$ cat config.mk
export PLATFORM = sky130hd
export DESIGN_NAME = ram_access_arbiter
export DESIGN_NICKNAME = d
export VERILOG_FILES = /design/src/rtl/ram_arb_pkg.sv /design/src/rtl/rr_arbiter.sv /design/src/rtl/ram_access_arbiter.sv
export SDC_FILE = /design/constraint.sdc
export NUM_CORES = 1
export LEC_CHECK = 0
export CORE_AREA = 2 2 63 95
export CTS_CLUSTER_SIZE = 28
export DETAILED_ROUTE_END_ITERATION = 10
export DIE_AREA = 0 0 65 97
export GPL_TIMING_DRIVEN = 1
export PLACE_DENSITY = 0.84
export SETUP_SLACK_MARGIN = 0.15
export SYNTH_ARGS = -nofsm -noshare
export SYNTH_HDL_FRONTEND = slang
export SYNTH_SLANG_ARGS = --single-unit
$ cat constraint.sdc
create_clock -name clk -period 3.37 [get_ports clk]
set_clock_uncertainty 0.2 [all_clocks]
set_input_delay 0.337 -clock clk [delete_from_list [all_inputs] [get_ports clk]]
set_output_delay 0.337 -clock clk [all_outputs]
set_load 0.03 [all_outputs]
$ cat src/rtl/ram_arb_pkg.sv
// rtl/ram_arb_pkg.sv - shared types and defaults for the RAM access arbiter
package ram_arb_pkg;

    typedef enum logic [1:0] {
        IDLE   = 2'd0,
        ACCESS = 2'd1,
        RESP   = 2'd2
    } arb_state_e;

    localparam int          ADDR_W   = 8;
    localparam int          DATA_W   = 8;
    localparam logic [7:0]  MAX_ADDR = 8'hEF;

    // id is sized for the largest supported requester count (8)
    typedef struct packed {
        logic [2:0]        id;
        logic              err;
        logic [DATA_W-1:0] data;
    } rsp_t;

endpackage

$ cat src/rtl/rr_arbiter.sv
// rtl/rr_arbiter.sv - combinational round-robin pick starting after last_gnt
module rr_arbiter
#(
    parameter int NUM_REQ = 4,
    parameter int ID_W    = 2
)
(
    input  logic [NUM_REQ-1:0] req,
    input  logic [ID_W-1:0]    last_gnt,
    output logic [NUM_REQ-1:0] gnt,
    output logic [ID_W-1:0]    gnt_idx
);
    import ram_arb_pkg::*;

    logic [ID_W-1:0] cand;
    logic            found;

    always_comb begin
        gnt     = '0;
        gnt_idx = '0;
        found   = 1'b0;
        cand    = '0;
        for (int i = 1; i <= NUM_REQ; i++) begin
            cand = ID_W'((int'(last_gnt) + i) % NUM_REQ);
            if (!found && req[cand]) begin
                found     = 1'b1;
                gnt[cand] = 1'b1;
                gnt_idx   = cand;
            end
        end
    end

endmodule

$ cat src/rtl/ram_access_arbiter.sv
// rtl/ram_access_arbiter.sv - round-robin single-port RAM sharing with address range check
module ram_access_arbiter
#(
    parameter int                NUM_REQ  = 4,
    parameter int                ADDR_W   = ram_arb_pkg::ADDR_W,
    parameter int                DATA_W   = ram_arb_pkg::DATA_W,
    parameter logic [ADDR_W-1:0] MAX_ADDR = ADDR_W'(ram_arb_pkg::MAX_ADDR),
    parameter int                ID_W     = (NUM_REQ > 1) ? $clog2(NUM_REQ) : 1
)
(
    input  logic                      clk,
    input  logic                      rst_n,
    input  logic [NUM_REQ-1:0]        req_valid,
    input  logic [NUM_REQ-1:0]        req_we,
    input  logic [NUM_REQ*ADDR_W-1:0] req_addr,
    input  logic [NUM_REQ*DATA_W-1:0] req_wdata,
    output logic [NUM_REQ-1:0]        req_ready,
    output logic                      ram_en,
    output logic                      ram_we,
    output logic [ADDR_W-1:0]         ram_addr,
    output logic [DATA_W-1:0]         ram_wdata,
    input  logic [DATA_W-1:0]         ram_rdata,
    output logic                      rsp_valid,
    output logic [ID_W-1:0]           rsp_id,
    output logic                      rsp_err,
    output logic [DATA_W-1:0]         rsp_data
);
    import ram_arb_pkg::*;

    arb_state_e        state_q, state_d;
    logic [ID_W-1:0]   last_gnt_q, last_gnt_d;
    logic [ID_W-1:0]   win_q, win_d;
    logic              we_q, we_d;
    logic              err_q, err_d;
    logic [ADDR_W-1:0] addr_q, addr_d;
    logic [DATA_W-1:0] wdata_q, wdata_d;

    logic [NUM_REQ-1:0] gnt;
    logic [ID_W-1:0]    gnt_idx;
    logic               sel_we;
    logic [ADDR_W-1:0]  sel_addr;
    logic [DATA_W-1:0]  sel_wdata;
    rsp_t               rsp;

    rr_arbiter #(
        .NUM_REQ (NUM_REQ),
        .ID_W    (ID_W)
    ) u_rr (
        .req      (req_valid),
        .last_gnt (last_gnt_q),
        .gnt      (gnt),
        .gnt_idx  (gnt_idx)
    );

    // One-hot grant lets the payload mux be a plain AND-OR
    always_comb begin
        sel_we    = 1'b0;
        sel_addr  = '0;
        sel_wdata = '0;
        for (int i = 0; i < NUM_REQ; i++) begin
            if (gnt[i]) begin
                sel_we    = sel_we | req_we[i];
                sel_addr  = sel_addr | req_addr[i*ADDR_W +: ADDR_W];
                sel_wdata = sel_wdata | req_wdata[i*DATA_W +: DATA_W];
            end
        end
    end

    always_comb begin
        state_d    = state_q;
        last_gnt_d = last_gnt_q;
        win_d      = win_q;
        we_d       = we_q;
        err_d      = err_q;
        addr_d     = addr_q;
        wdata_d    = wdata_q;
        case (state_q)
            IDLE: begin
                if (|req_valid) begin
                    win_d   = gnt_idx;
                    we_d    = sel_we;
                    addr_d  = sel_addr;
                    wdata_d = sel_wdata;
                    err_d   = (sel_addr > MAX_ADDR);
                    state_d = ACCESS;
                end
            end
            ACCESS: state_d = RESP;
            RESP: begin
                last_gnt_d = win_q;
                state_d    = IDLE;
            end
            default: state_d = IDLE;
        endcase
    end

    always_comb begin
        req_ready = '0;
        ram_en    = 1'b0;
        ram_we    = 1'b0;
        ram_addr  = '0;
        ram_wdata = '0;
        rsp_valid = 1'b0;
        rsp       = '0;
        if (state_q == ACCESS) begin
            req_ready[win_q] = 1'b1;
            if (!err_q) begin
                ram_en    = 1'b1;
                ram_we    = we_q;
                ram_addr  = addr_q;
                ram_wdata = wdata_q;
            end
        end
        if (state_q == RESP) begin
            rsp_valid = 1'b1;
            rsp.id    = 3'(win_q);
            rsp.err   = err_q;
            // rsp_data is the only unregistered path: RAM read data gated in RESP
            if (!err_q && !we_q) begin
                rsp.data = ram_arb_pkg::DATA_W'(ram_rdata);
            end
        end
    end

    assign rsp_id   = ID_W'(rsp.id);
    assign rsp_err  = rsp.err;
    assign rsp_data = DATA_W'(rsp.data);

    always_ff @(posedge clk) begin
        if (!rst_n) begin
            state_q    <= IDLE;
            last_gnt_q <= ID_W'(NUM_REQ - 1);
            win_q      <= '0;
            we_q       <= 1'b0;
            err_q      <= 1'b0;
            addr_q     <= '0;
            wdata_q    <= '0;
        end else begin
            state_q    <= state_d;
            last_gnt_q <= last_gnt_d;
            win_q      <= win_d;
            we_q       <= we_d;
            err_q      <= err_d;
            addr_q     <= addr_d;
            wdata_q    <= wdata_d;
        end
    end

endmodule

# Word level (Yosys, flattened, before mapping)
# Cells that the tools add are included.
# classes
n_addsub,4
order_cmp,11
n_eq_ne,3
n_mux,55
bitwise,12
reduce_logical,17
# op_table
operator,n
8-bit two-way mux,13
8-bit OR,6
1-bit two-way mux,21
4-bit two-way mux,5
"2-bit by 3-bit < comparator with 1-bit output, second input constant",5
4-bit OR,3
11-bit two-way mux,1
1-bit demux with 2-bit select,5
"2-bit by 1-bit >= comparator with 1-bit output, second input constant",5
2-bit two-way mux,5
1-bit logical AND,9
1-bit binary-select mux with 2-bit select,4
"8-bit > comparator, second input constant",1
1-bit logical NOT,5
"2-bit by 1-bit adder with 2-bit output, second input constant",2
"2-bit adder, second input constant",2
2-bit case mux with 2 select lines,1
4-bit OR reduction,1
1-bit OR,3
"2-bit by 1-bit equality test with 1-bit output, second input constant",1
"2-bit equality test, second input constant",1
2-bit logical NOT,1
"2-bit inequality test, second input constant",1
2-bit AND reduction,1
# totals
register_bits,24
input_bits,82
wordCells,109

# Logic depth before layout (Yosys ltp)
# Gate-level depths: netlist (run 1).
# depth
ltp_word,21
ltp_mapped,12
mapped_depth_nobuf,9

# Cells and area by module
# From an unflattened synthesis (run 1), not the netlist that was laid out.
# hier_totals
hier_cells,241
area_unflattened_um2,2110.8
# by_module_without_submodules
module,instances,cells_each,area_each_um2,seq_area_each_um2
ram_access_arbiter,1,173,1565.3,480.5
rr_arbiter,1,68,545.5,0.0

# Worst setup path before layout (run 1)
# No wires, ideal clock.
# synth_path
path_kind,register to register
startpoint,reg last_gnt_q[1]
endpoint,reg addr_q[0]
arrival_time_ns,2.699
slack_ns,0.334
stages_incl_launch_ff,12
n_path_buf,3
synth_period_minus_slack_ns,3.036
cell_sequence,dfxtp_1 -> clkbuf_1 -> inv_1 -> ha_1 -> buf_2 -> nor2_1 -> a221oi_1 -> a211oi_1 -> a221o_1 -> buf_2 -> a222oi_1 -> a31oi_1
# synth_between
elab_chain_cells,20
word_cells_on_any_way,55
classes_between,add/sub: 4; order compare: 8; mux: 27; bitwise: 6; reduce/logical: 10
# synth_lines
element,line_no,rtl
"start, declared",ram_access_arbiter.sv:31,"logic [ID_W-1:0] last_gnt_q, last_gnt_d;"
"start signal, assigned",ram_access_arbiter.sv:132,last_gnt_q <= ID_W'(NUM_REQ - 1);
"start signal, assigned",ram_access_arbiter.sv:140,last_gnt_q <= last_gnt_d;
"parallel branches: the longest is 12 deep, another holds 2-bit by 3-bit < comparator with 1-bit output",-,
4-bit two-way mux *,rr_arbiter.sv:25,if (!found && req[cand]) begin
8-bit two-way mux,ram_access_arbiter.sv:61,if (gnt[i]) begin
8-bit OR,ram_access_arbiter.sv:63,sel_addr = sel_addr | req_addr[i*ADDR_W +: ADDR_W];
8-bit two-way mux,ram_access_arbiter.sv:61,
8-bit OR,ram_access_arbiter.sv:63,
8-bit two-way mux,ram_access_arbiter.sv:61,
8-bit OR,ram_access_arbiter.sv:63,
8-bit two-way mux *,ram_access_arbiter.sv:61,
"end signal, assigned",ram_access_arbiter.sv:144,addr_q <= addr_d;
"end, declared",ram_access_arbiter.sv:35,"logic [ADDR_W-1:0] addr_q, addr_d;"
# Mark *: on every way between the ends. The select of a mux whose other input is x is not followed.
# A chain may end at the register's enable or synchronous reset.

# Worst setup path after layout (run 1)
# layout_path
startpoint,reg last_gnt_q[0]
endpoint,reg addr_q[3]
# The elaborated chain is that of the path after synthesis.

==> results of run 1 <==
## cell usage in the layout, fill, tap and decap left out, drive strengths merged, types with 2 or more instances in the layout
cell,instances
mux2i,3
buf,14
and2,29
ha,8
a21boi,2
clkbuf,3
nor2,10
o221ai,4
nand2b,5
nor3,6
a221oi,2
nor4,2
inv,12
a31oi,15
nand2,34
o2111a,2
and3b,2
a21o,3
a211o,3
o2111ai,2
o21ai,19
nand3b,3
a21oi,7
dfxtp,24
a22o,4
nor2b,3
a211oi,4
a222oi,13
clkdlybuf4s50,115
nor3b,2
mux4,3
a22oi,2
## power breakdown
group	switching (mW)	total, mW	internal, mW
Combinational	0.282	0.552	0.270
Sequential	0.0245	0.350	0.325
Clock	0.0842	0.164	0.0798
## logic make-up (layout without fill, tap and decap cells)
| group | after synthesis | in the layout | synth area share, % |
|---|---|---|---|
| flops | 24 | 24 | 23.2 |
| fa+ha+maj | 8 | 8 | 4.84 |
| mux | 6 | 6 | 4.72 |
| buf+inv | 32 | 145 | 6.59 |
| simple gates | 100 | 100 | 25.5 |
| compound gates | 93 | 93 | 35.2 |
## path summary, 6_finish.rpt
path,startpoint,endpoint,slack (ns)
min,addr_q[6],addr_q[6],0.30
max reg2reg,last_gnt_q[0],addr_q[3],0.31
min reg2reg,addr_q[6],addr_q[6],0.30
max,last_gnt_q[0],addr_q[3],0.31
## per-layer routing
| layer | up-vias | share of wire (%) | wire (um) |
|---|---|---|---|
| li1 | 1219 | - | - |
| met1 | 1140 | 37 | 2550 |
| met2 | 107 | 53 | 3630 |
| met3 | 18 | 6.6 | 451 |
| met4 | 0 | 3.1 | 212 |
| met5 | - | 0 | 0 |
## metrics by stage
stage	total power, mW	util [%]	worst slack [ns]	cell area [sq um]
floorplan	0.674	-	0.334	2070
global placement	0.895	61.6	0.247	3330
detailed placement	0.905	61.6	0.224	3330
CTS	1.07	62.3	0.324	3370
global route	1.13	62.3	0.153	3370
finish	1.07	62.3	0.308	3370
## state kept, by name, summed over array words and instances (netlist names)
signal      cells
we_q            1
last_gnt_q      2
state_q         2
err_q           1
wdata_q         8
win_q           2
addr_q          8
## layout make-up
class | count | area, sq um
multi-input cells | 207 | 1460
inverters | 13 | 48.8
flip-flops and latches | 24 | 480
fillers | 475 | 2040
clock buffers | 3 | 41.3
repair buffers | 129 | 1260
well taps | 70 | 87.6
## worst reg2reg max path: stages (launching register included)
cell	delay (ns)
dfxtp_1	0.34
inv_1	0.10
ha_1	0.54
nor2_1	0.13
a221oi_1	0.40
a211oi_1	0.12
a221o_1	0.43
buf_4	0.21
a222oi_1	0.36
a31oi_1	0.12
==> impl_metrics.json, run 1 <==
{
  "portBuffers": 115,
  "yosysMostFrequentCell": "nand2_1",
  "drt_iter0_drc": 123,
  "cts_setup_buffers": 0,
  "dp.cells": 443,
  "instances_no_fill": 446,
  "met3_usage_pct": 5.23,
  "min_period_over_period_pct": 90.9,
  "yosys-top-cells-count": "nand2_1 (34), and2_1 (28), dfxtp_1 (24)",
  "top_usage_layer": "met2",
  "status": "finished clean",
  "cp.depth": 9,
  "drv_cap": 0,
  "synth.top_cells.by_area": "dfxtp_1 (23%), and2_1 (8.5%), a222oi_1 (6.3%), nand2_1 (6.2%), ha_1 (4.8%)",
  "hold_buffers": 0,
  "crit_chain": "inv_1 > ha_1 > nor2_1 > a221oi_1 > a211oi_1 > a221o_1 > buf_4 > a222oi_1 > a31oi_1",
  "pwr_density_cell_nw_per_um2": 316,
  "drive_gt1_share_pct": 7.45,
  "synth.distinct_cells": 56,
  "dieArea_sq_um": 6310,
  "seq_area_frac_synth_pct": 23.2,
  "clock_sinks": 24,
  "clk_pin_slew_ns": 0.08,
  "worstPathArrival_ns": 3.00,
  "num_rows": 33,
  "die_w_um": 65,
  "critPathLaunchType": "flop",
  "synth_ff_type": "dfxtp_1",
  "synth.net_count": 353,
  "crit_family": "compound AO/OA/AOI/OAI gates",
  "crit_path_max_fanout": 13,
  "hold_slack_ns": 0.301,
  "rsz0062_at_grt": "false",
  "min_period_ns": 3.06,
  "report.final.hold_viol_count": 0,
  "die_h_um": 97,
  "cellLeakagePower_nw": 1.34,
  "min_path_type": "reg -> reg",
  "antenna_found_initial": 0,
  "path_class": "reg -> reg",
  "initial_core_util_pct": 38.3,
  "via_per_inst": 5.57,
  "peakVddDrop_mv": 0.287,
  "finalSetupViolCount": 0,
  "cts_resized": 0,
  "met2_usage_pct": 41.2,
  "grt_usage_pct": 21.9,
  "syn-instance-count": 263,
  "setup_tns_ns": 0,
  "grtUsageMet1_pct": 21.5,
  "grt_pass1_vias": 2509,
  "r2r_cells": 9,
  "cp_num_buf_inv": 2,
  "nets": 468,
  "drt_first_pass_iters": 5,
  "yosys_warnings": 0,
  "coreArea_sq_um": 5410,
  "min_path_cells": 2,
  "antenna_cells": 0,
  "async_reset_ff_share_pct": 0,
  "slew_viol_final": 0,
  "synth-seq-cells": 24,
  "wire_per_inst_um": 15.3,
  "synth_edf_count": 0,
  "syn_avg_cell_area_sq_um": 7.87,
  "worstSkewPairLatency_ns": 0.26,
  "drc": 0,
  "ant_nets": 0,
  "finalWeightedCongestion": 0.874,
  "clock_path_buffers": 2,
  "finalWirelength_um": 6850,
  "area_growth_pct": 62.9,
  "netlist_area_sq_um": 2070,
  "io_pins": 116,
  "cp_slowest_cell": "ha_1",
  "dp_hpwl_um": 5540,
  "grt_pass1_wl_um": 11100,
  "tightest_slew_ns": 0.597,
  "grt-ovfl-total": 0,
  "dr_total_vias": 2484,
  "htreeDepth": 1,
  "end_kind": "flop",
  "cts_root_buf": "clkbuf_8",
  "yosys.area.top_type_share_pct": 23.2,
  "cpPeakStageDelay_ns": 0.54,
  "relSlewSlack_pct": 59.9,
  "fmax_mhz": 327,
  "tritoncts.num_buffers": 3,
  "crit_required_ns": 3.31,
  "cts_tree": "yes",
  "grt_max_degree": 36,
  "synth_largest_area_cell": "dfxtp_1"
}
(Power assumes the default switching activity.)
==> inputs of run 2 (changes only) <==
Settings changed: CORE_AREA 2 2 63 95 to 2 2 80 75, DIE_AREA 0 0 65 97 to 0 0 82 77.
==> impl_metrics.json, run 2 (synthesized netlist as in run 1, its figures left out) <==
{
  "reg_top3": "addr_q (8), wdata_q (8)",
  "dieArea_sq_um": 6310,
  "io_pins": 116,
  "tightest_slew_ns": 0.639,
  "drt_iter0_drc": 215,
  "finalSetupViolCount": 0,
  "crit_top_cell": "buf_4",
  "hold_buffers": 0,
  "die_w_um": 82,
  "area_growth_pct": 64.9,
  "hold_start": "addr_q[4]",
  "layout.cells.most_common_list": "clkdlybuf4s50_1 (115), nand2_1 (34), and2_1 (28)",
  "coreArea_sq_um": 5470,
  "grt-ovfl-total": 0,
  "initial_core_util_pct": 37.9,
  "antenna_found_initial": 0,
  "min_period_ns": 2.98,
  "clk_pin_slew_ns": 0.09,
  "r2r-start": "last_gnt_q[0]",
  "path_class": "reg -> reg",
  "htreeDepth": 1,
  "r2r_cells": 10,
  "end_kind": "flop",
  "portBuffers": 115,
  "drc": 0,
  "cp_num_buf_inv": 3,
  "min_path_type": "reg -> reg",
  "seqPwrFrac_pct": 30.0,
  "total_power_mw": 1.16,
  "cts_resized": 0,
  "min_period_over_period_pct": 88.4,
  "swShare_pct": 34.9,
  "crit_path_max_fanout": 13,
  "num_rows": 26,
  "report.final.hold_viol_count": 0,
  "die_h_um": 77,
  "antenna_cells": 0,
  "crit_chain": "inv_1 > ha_2 > mux4_2 > buf_4 > and3b_1 > a21oi_2 > o221ai_4 > buf_4 > a222oi_1 > a31oi_1",
  "dp.cells": 444,
  "status": "finished clean",
  "relSlewSlack_pct": 57.0,
  "critPathLaunchType": "flop",
  "layout_commonest_cell": "clkdlybuf4s50_1",
  "grt_pass1_vias": 2347,
  "cellLeakagePower_nw": 1.35,
  "grt_max_degree": 34,
  "pwr_density_cell_nw_per_um2": 340,
  "finalWirelength_um": 7210,
  "wire_per_inst_um": 16.1,
  "rsz0062_at_grt": "false",
  "worstSkewPairLatency_ns": 0.26,
  "min_path_cells": 2,
  "crit_required_ns": 3.31,
  "crit_family": "compound AO/OA/AOI/OAI gates",
  "tritoncts.num_buffers": 3,
  "worstPathArrival_ns": 2.92,
  "hold_slack_ns": 0.300,
  "dp_hpwl_um": 5630,
  "drv_cap": 0,
  "grt_usage_pct": 22.9,
  "instances_no_fill": 448,
  "ant_nets": 0,
  "switchingPower_mw": 0.405,
  "cts_tree": "yes",
  "reg2reg_to": "addr_q[3]",
  "peakVddDrop_mv": 0.271,
  "drt_first_pass_iters": 5,
  "clock_path_buffers": 2,
  "drive_gt1_share_pct": 8.20,
  "rrSetupSlack_ns": 0.39,
  "cp_slowest_cell": "ha_2",
  "clockPowerShare_pct": 21.7,
  "via_per_inst": 5.67,
  "holdPathEnd": "addr_q[4]",
  "finalWeightedCongestion": 0.976,
  "setup_tns_ns": 0,
  "comb_power_share_pct": 48.3,
  "p_int_mw": 0.756,
  "fmax_mhz": 336,
  "clock_sinks": 24,
  "slew_viol_final": 0,
  "cpPeakStageDelay_ns": 0.47,
  "dr_total_vias": 2541,
  "nets": 469,
  "grt_pass1_wl_um": 11400,
  "cp-startpoint": "last_gnt_q[0]",
  "cts_root_buf": "clkbuf_8",
  "cts_setup_buffers": 0
}
## run 2: cell types whose count changed in the layout (fill, tap and decap cells not counted), sizes merged
cell / previous run / this run
bufinv: 0 / 1
buf: 14 / 15
## run 2: routing by layer
layer | GRT usage (%) | up-vias | routed length (um)
li1 | - | 1229 | -
met1 | 28.2 | 1175 | 2880
met2 | 41.1 | 123 | 3720
met3 | 3.06 | 14 | 476
met4 | 5.50 | 0 | 132
met5 | 0 | - | 0
## run 2: how the worst max path moves through the flow
stage                  to  slack, ns  depth (start not counted)
3_5_place_dp   wdata_q[6]       0.18                          8
2_1_floorplan   addr_q[0]       0.33                         11
3_3_place_gp    addr_q[7]       0.32                          9
6_report        addr_q[3]       0.39                         10
5_1_grt        wdata_q[6]       0.17                         10
4_1_cts         addr_q[3]       0.33                         10
## run 2: power groups by stage
stage	clock network (mW)	registers (mW)	logic (mW)
final	0.253	0.348	0.561
after global routing	0.269	0.354	0.606
after CTS	0.257	0.347	0.559
after detailed placement	0	0.354	0.557
after global placement	0	0.352	0.543
after floorplan	0	0.348	0.326
## run 2: worst min-delay path, cell delays in order (launching register included)
cell and delay (ns):
dfxtp_1 0.32, nor2_1 0.09, nor3_1 0.05
## run 2: final cells by class
class,count,area (sq um)
fill,474,2050
multi-input combinational,207,1460
timing repair buffer,130,1260
sequential,24,480
tap,70,87.6
inverter,13,48.8
clock buffer,3,41.3
clock inverter,1,30.0
## run 2: through the flow
stage	utilization, %	setup WS (ns)	instance area (sq um)
after global placement	61.1	0.316	3340
after floorplan	-	0.334	2070
final	62.4	0.392	3410
after detailed placement	61.1	0.177	3340
after CTS	62.4	0.326	3410
after global routing	62.4	0.169	3410
